`src/rtl/sha256_pkg.sv`:
```
// rtl/sha256_pkg.sv - shared SHA-256 constants and round-controller state encoding
package sha256_pkg;

    localparam int ROUND_IDX_W     = 6;
    localparam int NUM_ROUNDS_DEF  = 64;
    localparam int SCHED_START_DEF = 16;

    typedef enum logic [2:0] {
        ST_IDLE  = 3'd0,
        ST_INIT  = 3'd1,
        ST_ROUND = 3'd2,
        ST_FINAL = 3'd3,
        ST_DONE  = 3'd4
    } state_e;

    // DONE is deliberately not busy: the digest is already valid in H.
    function automatic logic state_is_busy(input state_e s);
        return (s == ST_INIT) || (s == ST_ROUND) || (s == ST_FINAL);
    endfunction

endpackage

```
`src/rtl/sha256_round_ctrl_if.sv`:
```
// rtl/sha256_round_ctrl_if.sv - command and datapath-control signals of the round controller
interface sha256_round_ctrl_if;
    import sha256_pkg::*;

    logic                   start;
    logic                   first_block;
    logic                   abort;
    logic                   busy;
    logic                   init_wv;
    logic                   init_h;
    logic                   round_en;
    logic [ROUND_IDX_W-1:0] round_idx;
    logic                   w_sel_sched;
    logic                   sched_en;
    logic                   final_add;
    logic                   done;

    modport master (
        output start, first_block, abort,
        input  busy, init_wv, init_h, round_en, round_idx,
        input  w_sel_sched, sched_en, final_add, done
    );

    modport slave (
        input  start, first_block, abort,
        output busy, init_wv, init_h, round_en, round_idx,
        output w_sel_sched, sched_en, final_add, done
    );

endinterface

```
`src/rtl/sha256_round_ctrl.sv`:
```
// rtl/sha256_round_ctrl.sv - block sequencer: INIT, NUM_ROUNDS rounds, FINAL add, DONE pulse
module sha256_round_ctrl
    import sha256_pkg::*;
#(
    parameter int NUM_ROUNDS  = NUM_ROUNDS_DEF,
    parameter int SCHED_START = SCHED_START_DEF
) (
    input  logic                clk,
    input  logic                rst_n,
    sha256_round_ctrl_if.slave  bus
);

    localparam logic [ROUND_IDX_W-1:0] LAST_IDX  = ROUND_IDX_W'(NUM_ROUNDS - 1);
    localparam logic [ROUND_IDX_W:0]   SCHED_IDX = (ROUND_IDX_W + 1)'(SCHED_START);

    state_e                 state_q, state_d;
    logic [ROUND_IDX_W-1:0] idx_q, idx_d;
    logic                   fb_q, fb_d;

    logic busy_q;
    logic init_wv_q;
    logic init_h_q;
    logic round_en_q;
    logic w_sel_q;
    logic final_q;
    logic done_q;

    always_comb begin
        state_d = state_q;
        idx_d   = idx_q;
        fb_d    = fb_q;
        case (state_q)
            ST_IDLE: begin
                if (bus.start) begin
                    state_d = ST_INIT;
                    fb_d    = bus.first_block;
                end
            end
            ST_INIT:  state_d = ST_ROUND;
            ST_ROUND: begin
                if (idx_q == LAST_IDX) begin
                    state_d = ST_FINAL;
                    idx_d   = '0;
                end else begin
                    idx_d = idx_q + 1'b1;
                end
            end
            ST_FINAL: state_d = ST_DONE;
            ST_DONE:  state_d = ST_IDLE;
            default: begin
                state_d = ST_IDLE;
                idx_d   = '0;
            end
        endcase
        // Abort outranks every other transition, FINAL->DONE included.
        if (bus.abort && state_is_busy(state_q)) begin
            state_d = ST_IDLE;
            idx_d   = '0;
        end
    end

    // Outputs are registered from the next state so they line up with state_q.
    always_ff @(posedge clk or negedge rst_n) begin
        if (!rst_n) begin
            state_q    <= ST_IDLE;
            idx_q      <= '0;
            fb_q       <= 1'b0;
            busy_q     <= 1'b0;
            init_wv_q  <= 1'b0;
            init_h_q   <= 1'b0;
            round_en_q <= 1'b0;
            w_sel_q    <= 1'b0;
            final_q    <= 1'b0;
            done_q     <= 1'b0;
        end else begin
            state_q    <= state_d;
            idx_q      <= idx_d;
            fb_q       <= fb_d;
            busy_q     <= state_is_busy(state_d);
            init_wv_q  <= (state_d == ST_INIT);
            init_h_q   <= (state_d == ST_INIT) && fb_d;
            round_en_q <= (state_d == ST_ROUND);
            w_sel_q    <= (state_d == ST_ROUND) && ({1'b0, idx_d} >= SCHED_IDX);
            final_q    <= (state_d == ST_FINAL);
            done_q     <= (state_d == ST_DONE);
        end
    end

    assign bus.busy        = busy_q;
    assign bus.init_wv     = init_wv_q;
    assign bus.init_h      = init_h_q;
    assign bus.round_en    = round_en_q;
    assign bus.round_idx   = idx_q;
    assign bus.w_sel_sched = w_sel_q;
    assign bus.sched_en    = round_en_q;
    assign bus.final_add   = final_q;
    assign bus.done        = done_q;

endmodule

```
`src/flat_wrapper.sv`:
```
// flat-port wrapper written by rule: the top's interface ports become plain ports
module sha256_round_ctrl_flat import sha256_pkg::*;
#(
    parameter int NUM_ROUNDS  = NUM_ROUNDS_DEF,
    parameter int SCHED_START = SCHED_START_DEF
)
  (clk, rst_n, bus_start, bus_first_block, bus_abort, bus_busy, bus_init_wv, bus_init_h, bus_round_en, bus_round_idx, bus_w_sel_sched, bus_sched_en, bus_final_add, bus_done);
  sha256_round_ctrl_if bus_i ();
  input  logic clk;
  input  logic rst_n;
  input wire logic [$bits(bus_i.start)-1:0] bus_start;
  input wire logic [$bits(bus_i.first_block)-1:0] bus_first_block;
  input wire logic [$bits(bus_i.abort)-1:0] bus_abort;
  output wire logic [$bits(bus_i.busy)-1:0] bus_busy;
  output wire logic [$bits(bus_i.init_wv)-1:0] bus_init_wv;
  output wire logic [$bits(bus_i.init_h)-1:0] bus_init_h;
  output wire logic [$bits(bus_i.round_en)-1:0] bus_round_en;
  output wire logic [$bits(bus_i.round_idx)-1:0] bus_round_idx;
  output wire logic [$bits(bus_i.w_sel_sched)-1:0] bus_w_sel_sched;
  output wire logic [$bits(bus_i.sched_en)-1:0] bus_sched_en;
  output wire logic [$bits(bus_i.final_add)-1:0] bus_final_add;
  output wire logic [$bits(bus_i.done)-1:0] bus_done;
  assign bus_i.start = bus_start;
  assign bus_i.first_block = bus_first_block;
  assign bus_i.abort = bus_abort;
  assign bus_busy = bus_i.busy;
  assign bus_init_wv = bus_i.init_wv;
  assign bus_init_h = bus_i.init_h;
  assign bus_round_en = bus_i.round_en;
  assign bus_round_idx = bus_i.round_idx;
  assign bus_w_sel_sched = bus_i.w_sel_sched;
  assign bus_sched_en = bus_i.sched_en;
  assign bus_final_add = bus_i.final_add;
  assign bus_done = bus_i.done;
  sha256_round_ctrl #(.NUM_ROUNDS(NUM_ROUNDS), .SCHED_START(SCHED_START)) u_core (.clk(clk), .rst_n(rst_n), .bus(bus_i));
endmodule
```
`config.mk`:
```
export PLATFORM = sky130hd
export DESIGN_NAME = sha256_round_ctrl_flat
export DESIGN_NICKNAME = d
export VERILOG_FILES = /design/src/rtl/sha256_pkg.sv /design/src/rtl/sha256_round_ctrl_if.sv /design/src/rtl/sha256_round_ctrl.sv /design/src/flat_wrapper.sv
export SDC_FILE = /design/constraint.sdc
export NUM_CORES = 1
export LEC_CHECK = 0
export ABC_AREA = 1
export BUFFER_PORTS_ARGS = -buffer_cell sky130_fd_sc_hd__buf_4
export CAP_MARGIN = 5
export CORE_MARGIN = 1
export CORE_UTILIZATION = 50
export DETAILED_ROUTE_END_ITERATION = 12
export HOLD_SLACK_MARGIN = 0.03
export PLACE_DENSITY_LB_ADDON = 0.05
export SLEW_MARGIN = 25
export SYNTH_ARGS = -nofsm -noshare
export SYNTH_HDL_FRONTEND = slang
export SYNTH_SLANG_ARGS = --single-unit
```
`constraint.sdc`:
```
create_clock -name clk -period 1.6 [get_ports clk]
set_input_delay 0.24 -clock clk [delete_from_list [all_inputs] [get_ports clk]]
set_output_delay 0.24 -clock clk [all_outputs]
set_load 0.03 [all_outputs]
```
-- Yosys cells after proc, flatten, opt, wreduce, memory -nomap -nowiden
Index checks and enable logic that the tools add are counted.
- equality and inequality tests: 9
- muxes and demuxes: 9
- $lt $le $gt $ge: 1
- reduce and logical (&&, ||, !) cells: 9
- add/subtract/negate cells: 1
- operator list (operator ; count):
    equality test 3 x 2 -> 1 bit, second input constant ; 4
    2-to-1 mux 6 bit ; 2
    case mux 3 bit (4 select lines) ; 1
    case mux 6 bit (2 select lines) ; 1
    2-to-1 mux 3 bit ; 3
    adder 6 x 1 -> 6 bit, second input constant ; 1
    equality test 3 x 1 -> 1 bit, second input constant ; 2
    equality test 3 bit, second input constant ; 2
    equality test 6 bit, second input constant ; 1
    greater-or-equal comparator 6 x 5 -> 1 bit, second input constant ; 1
    logical OR 1 bit ; 4
    OR reduction 4 bit ; 1
    logical AND 1 bit ; 3
    zero test 3 bit ; 1
    2-to-1 mux 1 bit ; 2
- flip-flop bits (word level): 17

-- Logic depth before layout (Yosys ltp)
Gate-level depths: netlist (run 1).
- depth after elaboration: 8
- mapped depth: 8

-- Least setup slack after synthesis (run 1)
No wires, ideal clock.
- path kind: flip-flop to flip-flop
- from: reg u_core.idx_q[0], in the netlist u_core.bus.round_idx[0]
- to: reg u_core.w_sel_q, in the netlist u_core.bus.w_sel_sched
- stages on the path, launching flop included: 9
- setup slack: 0.218 ns
- library setup time: 0.119 ns
- data arrival time: 1.263 ns
- path buffers: 0
- cells stage by stage: dfrtp_1 > ha_1 > nand2_1 > inv_1 > nand2_1 > nand3_1 > nand2_1 > nand2_1 > a21oi_2
- word-level cells in the longest chain between the ends: 6
- ends and longest elaborated chain (item ; RTL line ; RTL):
    start: declaration ; sha256_round_ctrl.sv:17 ; logic [ROUND_IDX_W-1:0] idx_q, idx_d;
    start signal: assignment ; sha256_round_ctrl.sv:77 ; idx_q <= idx_d;
    adder 6 x 1 -> 6 bit / equality test 6 bit (equally long branches) ; sha256_round_ctrl.sv:45, sha256_round_ctrl.sv:41 ;
    2-to-1 mux 6 bit / 2-to-1 mux 3 bit (equally long branches) ; sha256_round_ctrl.sv:41 ; if (idx_q == LAST_IDX) begin
    case mux 6 bit (2 select lines) / case mux 3 bit (4 select lines) (equally long branches) ; sha256_round_ctrl.sv:32 ; case (state_q)
    2-to-1 mux 6 bit / 2-to-1 mux 3 bit (equally long branches) ; sha256_round_ctrl.sv:56 ; if (bus.abort && state_is_busy(state_q)) begin
    greater-or-equal comparator 6 x 5 -> 1 bit / equality test 3 x 2 -> 1 bit (equally long branches) ; sha256_round_ctrl.sv:83 ; w_sel_q <= (state_d == ST_ROUND) && ({1'b0, idx_d} >= SCHED_IDX);
    logical AND 1 bit * ; sha256_round_ctrl.sv:83 ;
    end signal: assignment ; sha256_round_ctrl.sv:83 ;
    end: declaration ; sha256_round_ctrl.sv:24 ; logic w_sel_q;
Mark *: on every way between the ends. The rest lies on a longest branch, timed or not.

-- Worst setup path after layout (run 1)
Same ends and word-level chain as after synthesis.

==> qor.yml, run 1 <==
routed_wirelength_um: 1371
cts_root_buf: "clkbuf_4"
ys_seq_area_share_pct: 52.03
worstMarginPinSlew_ns: 0.2756
place_hpwl_um: 1065
p_seq_share_pct: 45.8
grt_pass1_wl_um: 2097
slowest_stage: "dfrtp_1"
drt_pass1_iterations: 4
antenna_found_initial: 0
drive_above_1_share_pct: 33.64
p_sw_uw: 442.6
netlist_instances: 89
die_h_um: 41.23
syn-cell-area_um2: 769.5
clockPowerShare_pct: 17.9
numCtsBuffers: 3
area.growth.synth_to_final_pct: 23.25
yosys.area.top_type_share_pct: 52.03
outcome: "finished, final reports clean"
synth_area_leaders: "dfrtp_1 (52%), nand2_1 (10%), inv_1 (6.8%)"
initial_utilization_pct: 56.32
drt_iter0_markers: 13
cap_violations: 0
min_path_type: "in2reg"
post-synth-top-count-cell: "nand2_1"
crit_arrival_ns: 1.53
p_leak_uw: 0.0005344
crit_chain: "ha_1 -> nand2_1 -> inv_1 -> nand3_1 -> nand2_1 -> nand2_2 -> nand2_2 -> a21oi_2"
finalMaxSlewViolations: 0
n_antenna_cell: 0
routedWlPerCell_um: 10.97
avgSynthCellArea_um2: 8.646
post_cts_buffers: 0
synth_ff_type: "dfrtp_1"
drc_errors: 0
worstReg2RegStart: "u_core.bus.round_idx[0]$_DFF_PN0_"
hold_slack_ns: 0.1716
numPortBuffers: 18
worstSetupStartpoint: "u_core.bus.round_idx[0]$_DFF_PN0_"
hold_violations: 0
clk_pin_slew_ns: 0.09
synthTopCellsByCount: "nand2_1 (21), dfrtp_1 (16), inv_1 (14), a21oi_1 (5), nor2_1 (5)"
die_area_um2: 1700
clock_skew_ns: 0.002851
drt.antenna.violating_nets: 0
grt_overflow: 0
viasPerCell: 4.848
syn-num-nets: 95
power_switching_share_pct: 38.99
vias: 606
htreeDepth: 1
gp_congestion: 0.8036
tns_ns: 0
p_int_uw: 692.7
setup-violations-final: 0
fin_crit_sh_pct: 81.70
nNetsFinal: 118
yosysTopAreaCell: "dfrtp_1"
slowest_delay_ns: 0.43
path_max_fanout: 5
synth_warnings: 0
min_from: "bus_first_block"
worstSetupPathType: "reg2reg"
ys_types: 19
synth-edff-count: 0
grt_usage_pct: 20.16
clk_path_buf_depth: 2
synth_seq_cells: 16
rsz0062_at_grt: "no"
clkLatencyLatePin_ns: 0.28
irDropWorstVdd_mv: 0.9008
core_um2: 1366
crit_path_end_kind: "register"
fmax_mhz: 765.0
worstPathRequired_ns: 1.82
cts_sinks: 16
rows: 13
relSlewSlack_pct: 81.62
fp.dieW_um: 41.23
asyncSetResetFlopFracSynth_pct: 100.0
post-route-min-period_ns: 1.307
powerDensity_nw_per_um2: 1197
combPwrFrac_pct: 36.2
grt_max_degree: 17
start_kind: "register"
cts_tree: "built"
ioPinCount: 19
grt_pass1_vias: 522
[logic make-up (layout without fill, tap and decap cells)]
kind of cell	count (synthesis)	in the layout	synth area share, %
simple gates	44	44	29.76
buf+inv	19	40	9.756
flops	16	16	52.03
compound gates	9	9	6.829
fa+ha+maj	1	1	1.626
[area by class of cell]
| class | instances | area [µm²] |
|---|---|---|
| clock buffers | 3 | 22.52 |
| fillers | 113 | 417.9 |
| inverters | 18 | 67.56 |
| multi-input cells | 54 | 294.0 |
| flip-flops and latches | 16 | 400.4 |
| well taps | 15 | 18.77 |
| repair buffers | 19 | 145.1 |
[metal layers]
metal  wire (µm)  up-vias  track usage (%)
met4          23        0            9.677
met2         643       14            31.64
li1            -      321                -
met5           0        -                0
met3          53        2            4.891
met1         650      269            25.86
[critical path, delay by kind of cell, from the launching register on]
family          cells  cell delay, ns
compound gates      1            0.09
fa+ha+maj           1            0.25
buf+inv             1            0.06
flops               1            0.43
simple gates        5            0.42
[power by group through the flow]
stage | Sequential, µW | Clock, µW | Combinational, µW
floorplan | 619 | 0 | 187
global placement | 525 | 0 | 411
detailed placement | 528 | 0 | 414
CTS | 520 | 212 | 417
global route | 531 | 225 | 455
finish | 520 | 203 | 411
[final timing paths]
path                                                      to  slack [ns]  depth (start not counted)
max                         u_core.bus.w_sel_sched$_DFF_PN0_        0.29                          8
min                              u_core.bus.init_h$_DFF_PN0_        0.17                          3
max reg2reg                 u_core.bus.w_sel_sched$_DFF_PN0_        0.29                          8
min reg2reg                u_core.bus.round_idx[1]$_DFF_PN0_        0.58                          2
max in group asynchronous        u_core.state_q[2]$_DFF_PN0_        1.08                          2
min in group asynchronous  u_core.bus.round_idx[2]$_DFF_PN0_        0.34                          2
[placed cells by master (no fill, tap or decap), drive strengths merged]
cell	n
a21oi	6
clkbuf	3
dfrtp	16
or2	1
nand4	4
nand3	5
inv	18
o21ai	3
dlygate4sd3	1
buf	18
nor2	8
nor3	1
ha	1
nand2	25
[per-stage QoR]
| step | utilization (%) | area, µm² | worst slack [ns] | instances | power [µW] |
|---|---|---|---|---|---|
| 2_1_floorplan | - | 769.5 | 0.2178 | 89 | 805.8 |
| 3_3_place_gp | 67.03 | 915.9 | 0.3356 | 121 | 935.7 |
| 3_5_place_dp | 67.03 | 915.9 | 0.3126 | 121 | 942.5 |
| 4_1_cts | 69.41 | 948.4 | 0.2923 | 125 | 1149 |
| 5_1_grt | 69.41 | 948.4 | 0.1922 | 125 | 1211 |
| 6_report | 69.41 | 948.4 | 0.2928 | 125 | 1135 |
[timing repair]
action | 4_1_cts | 5_1_grt
hold buffers | 1 | 0
hold endpoints to repair | 16 | 0
gates resized for setup | 0 | 0
[registers in the layout (all words and copies together), names as in the netlist]
signal,cells
u_core.bus.round_en,1
u_core.state_q,3
u_core.bus.done,1
u_core.bus.w_sel_sched,1
u_core.bus.init_h,1
u_core.bus.busy,1
u_core.bus.final_add,1
u_core.bus.init_wv,1
u_core.bus.round_idx,6
Note: power is estimated with default switching activity, not from simulation.
==> run 2: changes to the inputs <==
--- a/config.mk
+++ b/config.mk
@@ -5,7 +5,7 @@
 export SDC_FILE = /design/constraint.sdc
 export NUM_CORES = 1
 export LEC_CHECK = 0
-export ABC_AREA = 1
+export ABC_AREA = 0
 export BUFFER_PORTS_ARGS = -buffer_cell sky130_fd_sc_hd__buf_4
 export CAP_MARGIN = 5
 export CORE_MARGIN = 1
==> constraint.sdc (replaced) <==
create_clock -name clk -period 1.3 [get_ports clk]
set_input_delay 0.195 -clock clk [delete_from_list [all_inputs] [get_ports clk]]
set_output_delay 0.195 -clock clk [all_outputs]
set_load 0.03 [all_outputs]
==> run 2 against run 1 <==
  * Critical endpoint unchanged
  * Count of clock-buffer cells in the layout up 1
  * Largest power group is now combinational logic
  * Critical path type unchanged
  * Non-clock buffer count up 13
  * The run now ends with negative setup slack left
  * Combinational power rose to 2.9 times the previous value
  * Global-route usage up 2.4 points
  * Sequential power up 31%
  * Highest routed layer unchanged
  * Cell count down 0.80%
==> qor.yml, run 2 <==
path_max_fanout: 7
layout_commonest_cell: "buf_4"
avgSynthCellArea_um2: 10.12
powerDensity_nw_per_um2: 1957
routedWlPerCell_um: 14.97
numPortBuffers: 18
worst-r2r-setup-slack_ns: -0.08
yosys.area.top_type_share_pct: 51.36
worstPathRequired_ns: 1.51
synthMuxAreaShare_pct: 1.284
start_kind: "register"
cts_root_buf: "clkbuf_4"
synth_warnings: 0
asyncSetResetFlopFracSynth_pct: 100.0
n_antenna_cell: 0
violations: "negative setup slack"
drt_iter0_markers: 24
syn-cell-area_um2: 779.5
yosysTopAreaCell: "dfrtp_1"
netlist_instances: 77
grt_overflow: 0
initial_utilization_pct: 56.38
grt_max_degree: 17
tns_ns: -0.1310
combPwrFrac_pct: 54.7
clock_skew_ns: 0.004445
irDropWorstVdd_mv: 1.521
synth_ff_type: "dfrtp_1"
largest_reg_flops: 6
hold_violations: 0
cts_tree: "built"
ioPinCount: 19
grt_pass1_wl_um: 2987
drc_errors: 0
synth_top_family_by_area: "simple AND/OR/NAND/NOR gates"
setup-violations-final: 4
area.growth.synth_to_final_pct: 45.59
synth_fa_ha_area_share_pct: 1.605
r2r_cells: 4
nNetsFinal: 116
ys_types: 30
place_area_um2: 1037
numCtsBuffers: 3
grt_pass1_vias: 679
vias: 697
grt_usage_pct: 22.52
p_seq_share_pct: 30.8
die_h_um: 41.49
p_int_uw: 1310
clk_pin_slew_ns: 0.10
clockPowerShare_pct: 14.6
relSlewSlack_pct: 79.48
core_um2: 1383
die_area_um2: 1721
hold_slack_ns: 0.1198
final_area_um2: 1135
min_path_type: "in2reg"
synth_compound_gate_area_share_pct: 14.93
viasPerCell: 5.621
post-route-min-period_ns: 1.378
fin_crit_sh_pct: 106.0
antenna_found_initial: 0
drive_above_1_share_pct: 52.29
crit_path_end_kind: "register"
post-route-util_pct: 82.08
routed_wirelength_um: 1856
final_cell_mix: "buf_4 (31), dfrtp_1 (14), nor2_1 (10)"
gp_congestion: 0.8575
power_switching_share_pct: 40.99
syn-num-nets: 83
place_hpwl_um: 1312
cap_violations: 0
rsz0062_at_grt: "yes"
synth_area_leaders: "dfrtp_1 (51%), nor2_1 (5.3%), nor3_1 (5.1%)"
rows: 13
finalMaxSlewViolations: 0
clkLatencyLatePin_ns: 0.28
postLayoutSetupSlackWorst_ns: -0.07837
cts_sinks: 16
synth_simple_gate_area_share_pct: 24.72
fmax_mhz: 725.5
fp.dieW_um: 41.49
post-synth-top-count-cell: "dfrtp_1"
synthTopCellsByCount: "dfrtp_1 (16), nor2_1 (11), nor3_1 (8), a21oi_1 (4), o21ai_0 (4)"
clk_path_buf_depth: 2
dp_worst_setup_slack_ns: -0.1386
outcome: "complete, but fails checks"
holdPathStages: 2
synth_xor_area_share_pct: 1.124
htreeDepth: 1
drt_pass1_iterations: 4
ys_seq_area_share_pct: 51.36
drt.antenna.violating_nets: 0
synth_seq_cells: 16
worstMarginPinSlew_ns: 0.3078
synth-edff-count: 0
p_sw_uw: 910.4
crit_arrival_ns: 1.58
worstSetupPathType: "reg2reg"
p_leak_uw: 0.0005119
run 2: worst paths after layout:
kind / start / to
setup / recovery: u_core.state_q[2]$_DFF_PN0_ / u_core.bus.w_sel_sched$_DFF_PN0_
hold / removal: bus_abort / u_core.state_q[2]$_DFF_PN0_
setup reg to reg: u_core.state_q[2]$_DFF_PN0_ / u_core.bus.w_sel_sched$_DFF_PN0_
hold reg to reg: u_core.bus.round_idx[3]$_DFF_PN0_ / u_core.bus.round_idx[3]$_DFF_PN0_
max in group asynchronous: rst_n / u_core.bus.round_idx[0]$_DFF_PN0_
min in group asynchronous: rst_n / u_core.bus.round_idx[4]$_DFF_PN0_
run 2: layer usage:
layer / share of wire, % / vias to the layer above / track usage [%]
met5: 0 / - / 0
met4: 0.92 / 0 / 7.742
met3: 5.7 / 2 / 3.043
met2: 51 / 28 / 37.81
met1: 43 / 327 / 29.75
li1: - / 340 / -
run 2: what timing repair did:
| item | in CTS | in global routing |
|---|---|---|
| endpoints found under the hold margin | 16 | 0 |
| pin swaps | 6 | 1 |
| hold buffers | 1 | 0 |
| resized for setup | 7 | 5 |
| buffers inserted | 0 | 0 |
| endpoints found under the setup margin | 6 | 7 |
run 2: critical path: stages, from the launching register on:
cell	delay, ns
dfrtp_1	0.41
or3b_4	0.47
a41oi_2	0.20
nor3_2	0.06
nor3b_2	0.16
run 2: cell families after synthesis:
kind of cell,count (synthesis)
xor gates and xnor gates,1
adders and majority gates,1
AOI/OAI and AO/OA,18
muxes,1
DFF,16
and+or+nand+nor,35
buffers and inverters,5
run 2: layout make-up:
class                      instances  area, µm²
multi-input combinational         56      430.4
sequential                        16      402.9
tap                               15      18.77
clock buffer                       4      36.28
fill                              78      247.7
inverter                           1      3.754
timing repair buffer              32      242.7
run 2: power by group through the flow:
stage	Combinational, µW	Sequential (µW)	Clock [µW]
finish	1210	683	324
global placement	1080	680	0
detailed placement	1110	692	0
global route	1300	698	351
CTS	1160	684	328
floorplan	584	852	0
run 2: metrics by stage:
step,total power [µW],instances
2_1_floorplan,1436,77
3_3_place_gp,1762,119
3_5_place_dp,1801,119
4_1_cts,2176,124
5_1_grt,2344,124
6_report,2221,124
